==> src/rtl/hazard_ctrl.sv <==
// Pipeline hazard controller: tracks the EX/MEM destination slots, picks ALU
// forwarding sources, and drives stall/flush for load-use, redirects and slow memory.
module hazard_ctrl (
   input  logic        clk,
   input  logic        reset,
   input  logic [4:0]  id_rs1,
   input  logic [4:0]  id_rs2,
   input  logic        id_use_rs1,
   input  logic        id_use_rs2,
   input  logic        id_use_imm,
   input  logic [4:0]  id_rd,
   input  logic        id_reg_write,
   input  logic [1:0]  id_reg_src,
   input  logic        id_mem_access,
   input  logic [1:0]  ex_pc_src,
   input  logic        dmem_ready,
   output logic        stall_if,
   output logic        stall_id,
   output logic        flush_id,
   output logic        flush_ex,
   output logic [1:0]  fwd_a,
   output logic [1:0]  fwd_b,
   output logic [1:0]  state,
   output logic [15:0] stall_cycles
);

   localparam logic [1:0] FWD_IMM    = 2'b00;
   localparam logic [1:0] FWD_MEM    = 2'b01;
   localparam logic [1:0] FWD_EX     = 2'b10;
   localparam logic [1:0] FWD_REG    = 2'b11;
   localparam logic [1:0] PCSRC_PC4  = 2'b00;
   localparam logic [1:0] REGSRC_MEM = 2'b01;

   typedef struct packed {
      logic [4:0] rd;
      logic       reg_write;
      logic       is_load;
      logic       mem_access;
   } slot_t;

   typedef enum logic [1:0] {RUN = 2'd0, LOAD_STALL = 2'd1, MEM_WAIT = 2'd2} state_t;

   state_t state_q, state_d;
   slot_t  exs, mems, id_slot;
   logic   frozen, redirect, load_use, bubble;
   logic [1:0] fa_d, fb_d;

   assign state = state_q;

   function automatic logic [1:0] fwd_sel(input logic use_rs, input logic [4:0] rs,
                                          input slot_t ex, input slot_t mem);
      if (!use_rs || rs == 5'd0)             return FWD_REG;
      else if (ex.reg_write && ex.rd == rs)   return FWD_EX;
      else if (mem.reg_write && mem.rd == rs) return FWD_MEM;
      else                                    return FWD_REG;
   endfunction

   always_comb begin
      id_slot = '{rd: id_rd, reg_write: id_reg_write,
                  is_load: (id_reg_src == REGSRC_MEM), mem_access: id_mem_access};
      frozen   = mems.mem_access && !dmem_ready;
      redirect = (ex_pc_src != PCSRC_PC4);
      load_use = exs.is_load && (exs.rd != 5'd0) &&
                 ((id_use_rs1 && id_rs1 == exs.rd) ||
                  (id_use_rs2 && !id_use_imm && id_rs2 == exs.rd));
      fa_d = fwd_sel(id_use_rs1, id_rs1, exs, mems);
      fb_d = id_use_imm ? FWD_IMM : fwd_sel(id_use_rs2, id_rs2, exs, mems);
   end

   // Redirect outranks load-use: the dependent instruction is wrong-path anyway.
   always_comb begin
      stall_if = 1'b0;
      stall_id = 1'b0;
      flush_id = 1'b0;
      flush_ex = 1'b0;
      bubble   = 1'b0;
      state_d  = RUN;
      if (frozen) begin
         stall_if = 1'b1;
         stall_id = 1'b1;
         state_d  = MEM_WAIT;
      end else if (redirect) begin
         flush_id = 1'b1;
         flush_ex = 1'b1;
         bubble   = 1'b1;
      end else if (load_use) begin
         stall_if = 1'b1;
         stall_id = 1'b1;
         flush_ex = 1'b1;
         bubble   = 1'b1;
         state_d  = LOAD_STALL;
      end
   end

   always_ff @(posedge clk) begin
      if (reset) begin
         state_q      <= RUN;
         exs          <= '0;
         mems         <= '0;
         fwd_a        <= FWD_REG;
         fwd_b        <= FWD_REG;
         stall_cycles <= '0;
      end else begin
         state_q <= state_d;
         if (stall_if && stall_cycles != 16'hFFFF)
            stall_cycles <= stall_cycles + 16'd1;
         // While frozen the whole back end holds, so a pending redirect stays visible.
         if (!frozen) begin
            mems  <= exs;
            exs   <= bubble ? '0 : id_slot;
            fwd_a <= bubble ? FWD_REG : fa_d;
            fwd_b <= bubble ? FWD_REG : fb_d;
         end
      end
   end

endmodule

==> config.mk <==
export PLATFORM = sky130hd
export DESIGN_NAME = hazard_ctrl
export DESIGN_NICKNAME = d
export VERILOG_FILES = /design/src/rtl/hazard_ctrl.sv
export SDC_FILE = /design/constraint.sdc
export NUM_CORES = 1
export LEC_CHECK = 0
export ABC_AREA = 0
export CAP_MARGIN = 20
export CORE_AREA = 2 2 67 69
export CTS_CLUSTER_DIAMETER = 120
export DETAILED_ROUTE_END_ITERATION = 10
export DIE_AREA = 0 0 69 71
export GPL_TIMING_DRIVEN = 0
export PLACE_DENSITY_LB_ADDON = 0.25
export SKIP_LAST_GASP = 1
export SYNTH_ARGS = -nofsm -noshare
export SYNTH_HDL_FRONTEND = slang
export SYNTH_SLANG_ARGS = --single-unit
==> constraint.sdc <==
create_clock -name clk -period 2.6 [get_ports clk]
set_input_delay 0.52 -clock clk [delete_from_list [all_inputs] [get_ports clk]]
set_output_delay 0.52 -clock clk [all_outputs]
set_load 0.05 [all_outputs]
Word level (Yosys, flattened, before mapping)
Index checks and enable logic that the tools add are counted.

word-level totals
  logic and storage cells = 64
  ROM bits = 0
  latch bits = 0
  memory bits (writable) = 0
  register bits after elaboration = 37
  output and inout port bits = 26
  memories = 0

cells by class
  muxes and demuxes = 20
  divide/modulo/power cells = 0
  bitwise logic cells = 0
  magnitude comparators = 0
  multipliers = 0
  shift operators = 0
  add/subtract/negate cells = 1
  equal/unequal tests = 8
  reduce and logical (&&, ||, !) cells = 23

operators with widths
  kind                     count
  $eq A5 B5 Y1             6
  $mux W2                  10
  $add A16 B1 Y16 const B  1
  $ne A16 B16 Y1 const B   1
  $logic_and A1 B1 Y1      11
  $logic_not A5 Y1         2
  $mux W1                  9
  $mux W8                  1
  $reduce_bool A5 Y1       1
  $logic_not A1 Y1         4
  $logic_or A1 B1 Y1       3
  $reduce_or A3 Y1         1
  $eq A2 B1 Y1 const B     1
  $reduce_bool A2 Y1       1

Depth between registers and ports, before layout
  depth after elaboration = 9
  gate-level depth with buffers = 8

Worst setup path after synthesis
OpenSTA, ideal clock, no wires.

  kind = in2out
  start = in id_rs2[4]
  end = out stall_if
  slack = 0.026 ns
  stages = 7
  arrival time = 2.054 ns
  cells stage by stage = xnor2_1 > nand3_1 > nor4b_4 > o21ai_2 > buf_6 > nand2_1 > buf_4

between the ends
  word-level cells in the longest chain between the ends = 7

RTL lines
  what                   RTL line  RTL
  from (decl)            7         input logic [4:0] id_rs2,
  $eq A5 B5 Y1           65        (id_use_rs2 && !id_use_imm && id_rs2 == exs.rd));
  $logic_and A1 B1 Y1    65
  $logic_or A1 B1 Y1     64        ((id_use_rs1 && id_rs1 == exs.rd) ||
  $logic_and A1 B1 Y1    63        load_use = exs.is_load && (exs.rd != 5'd0) &&
  $mux W1 (3 in series)  --
  to (decl)              17        output logic stall_if,

No other way between the ends.

Final worst setup path
  start = in dmem_ready
  end = out flush_id

between the ends
  word-level cells in the longest chain between the ends = 3

RTL lines
  what                 RTL line  RTL
  from (decl)          16        input logic dmem_ready,
  $logic_not A1 Y1     61        frozen = mems.mem_access && !dmem_ready;
  $logic_and A1 B1 Y1  61
  $mux W1              78        if (frozen) begin
  to (decl)            19        output logic flush_id,

No other way between the ends.

==> results.md <==
* Synth area leader: dfxtp_1
* Area occupied by multi-input gates at 1207 um^2
* ANT cells at 0
* EDFF count, synth at 0
* Max-slew headroom at 52.27%
* Initial core utilization at 46.40%
* Yosys top cell area share at 37.97%
* Pins Over Slew Limit at 0
* DR WL/cell at 14.45 um
* Max Freq at 392.6 MHz
* Worst-margin pin slew at 0.7159 ns
* Final Hold Viols at 0
* Run status: complete, no violations
* HP Class: reg2reg
* Post-layout util at 64.85%
* Sequential area share after synthesis at 37.97%
* Die width at 69 um
* Drt first pass iters at 4
* DP Area at 2526 um^2
* Die area at 4899 um^2
* Die height at 71 um
* Worst-path fanout max at 10
* CP Data Required Time at 2.08 ns
* Nets at 301
* Global router's overall resource usage at 20.07%
* Layout cells sized above 1 at 18.25%
* DRT Wirelength at 4712 um
* Post-Synthesis Cell Area at 1951 um^2
* Final period utilization at 97.96%
* Met3 wire len at 282 um
* DR DRC count at 0
* Boundary Pins at 53
* Antenna violations before repair at 0
* Mapped Cells at 212
* WS Path Type: in2out
* Syn-to-layout area delta at 39.77%
* # setup viols final at 0
* Max rail drop VDD at 0.0003221 V
* Pwr Density at 447.8 nW/um^2
* Vias in the first global route at 1744
* Startpoint types: input pin
* Latest clock arrival within the worst-skew pair at 0.28 ns
* H-tree depth at 2
* Std-Cell Core Area at 4204 um^2
* Worst Min Path Start: exs[0]
* Pre-CTS setup slack at -1.011 ns
* CP arrival at 2.03 ns
* Largest net degree at the start of global routing at 12
* Flops & latches, synth at 37
* CTS hold repair buffers at 0
* Initial DRC count at 80
* Top sig layer: met4
* Crit. Startpoint: dmem_ready
* Synth unique cells at 45
* Detailed Place HPWL at 3356 um
* Top post-synthesis cells by area: dfxtp_1 38%, xnor2_1 13%, nor2_1 5.2%
* TritonCTS Buffers at 5
* Total gr overflow at 0
* Vias per cell at 5.279
* Post-route design area at 2726 um^2
* Final GP Congestion at 0.8357
* Post-layout min period at 2.547 ns
* RSZ-0062 raised after global routing: no
* Register area at 747.0 um^2
* Count leader, synth: dfxtp_1
* CTS tree: built
* CTS sink count at 37
* Met2 Wirelength at 2287 um
* Post-synth top cells: 37 x dfxtp_1, 30 x xnor2_1, 27 x nor2_1
* Num rows at 24
* Number of filler cells placed in the layout at 367
* CP endpoint kind: primary output
* Setup ws final at 0.05299 ns
* RR Startpoint: exs[3]
* Root buffer cell: clkbuf_8
* Wl on met1 at 2069 um
* Post-Synthesis Mean Instance Area at 9.201 um^2
* Vias at 1721
* CTS max path bufs at 2
* Primary FF master, synth: dfxtp_1
* Total Power at 1221 uW
* Synth warn at 0
* Max cap viols at 0
* Antenna viol nets, final at 0
* First-pass GRT wire length at 7900 um
* Leak Pwr at 0.0009290 uW
* Clk pin slew, worst setup/hold paths at 0.07 ns
* I/O Buffers at 51
* Layout Skew at 0.004422 ns
* Syn Nets at 240
* Setup TNS at 0 ns
* Post-synth ARST share at 0%
where the power goes:
part / internal [uW] / leakage [uW] / switching [uW]
Clock: 313 / 0.0000585 / 198
Sequential: 572 / 0.000301 / 8.60
Combinational: 65.1 / 0.000570 / 64.1
Total: 950 / 0.000929 / 271
layer usage:
metal | vias to the layer above | global-route usage [%]
met5 | - | 0
met2 | 50 | 33.33
met3 | 6 | 6.553
met4 | 0 | 8.279
li1 | 870 | -
met1 | 795 | 24.03
cell usage in the layout, fill, tap and decap left out, types with 3 or more instances in the layout:
master,n
a2111oi_2,4
a2111oi_4,3
a211oi_1,6
a21oi_1,8
a22o_1,6
buf_4,5
clkbuf_1,4
clkbuf_2,4
clkbuf_8,6
clkdlybuf4s50_1,37
dfxtp_1,34
dlygate4sd2_1,5
dlymetal6s2s_1,3
inv_1,3
nand2_1,25
nand3_1,11
nor2_1,26
o21bai_1,3
xnor2_1,27
xnor2_2,3
xor2_1,4
area by class of cell:
class                           count  area share [%]
Inverter                            4          0.5507
Buffer                              9           2.065
Sequential cell                    37           27.40
Multi-Input combinational cell    162           44.29
Clock inverter                      1           1.101
Tap cell                           52           2.386
Clock buffer                        7           3.167
Timing Repair Buffer               54           19.05
timing repair:
| item | 4_1_cts | 5_1_grt |
|---|---|---|
| pin swaps | 6 | 9 |
| gates resized for setup | 32 | 26 |
| buffers inserted | 1 | 2 |
| setup endpoints to repair | 4 | 4 |
worst paths after layout:
check	endpoint	slack (ns)	depth (start not counted)
hold / removal	mems[0]	0.47	2
setup / recovery	flush_id	0.05	5
hold reg to reg	mems[0]	0.47	2
setup reg to reg	stall_cycles[14]	0.30	8
worst max-delay path, stage by stage:
cell,delay (ns)
clkdlybuf4s50_1,0.45
nor2b_2,0.27
buf_2,0.28
nor2_1,0.07
dlygate4sd2_1,0.43
metrics by stage:
step,cells,hold slack [ns]
2_1_floorplan,212,0.4407
3_3_place_gp,315,0.4595
3_5_place_dp,315,0.4646
4_1_cts,324,0.4800
5_1_grt,326,0.5105
6_report,326,0.4733
registers in the layout (all words and copies together) (netlist names):
name,cells
stall_cycles,16
exs,8
mems,7
fwd_a,2
fwd_b,2
state,2
kinds of logic (layout without fill, tap and decap cells):
| kind of cell | Yosys count | count (layout) | share of synthesized area (%) |
|---|---|---|---|
| AO/OA/AOI/OAI | 41 | 41 | 20.46 |
| XOR/XNOR | 34 | 34 | 15.27 |
| adder cells (fa/ha/maj) | 1 | 1 | 0.6413 |
| buffers and inverters | 13 | 75 | 3.143 |
| flip-flops | 37 | 37 | 37.97 |
| multiplexers | 2 | 2 | 1.090 |
| AND/OR/NAND/NOR | 84 | 84 | 21.42 |
(Power assumes the default switching activity.)
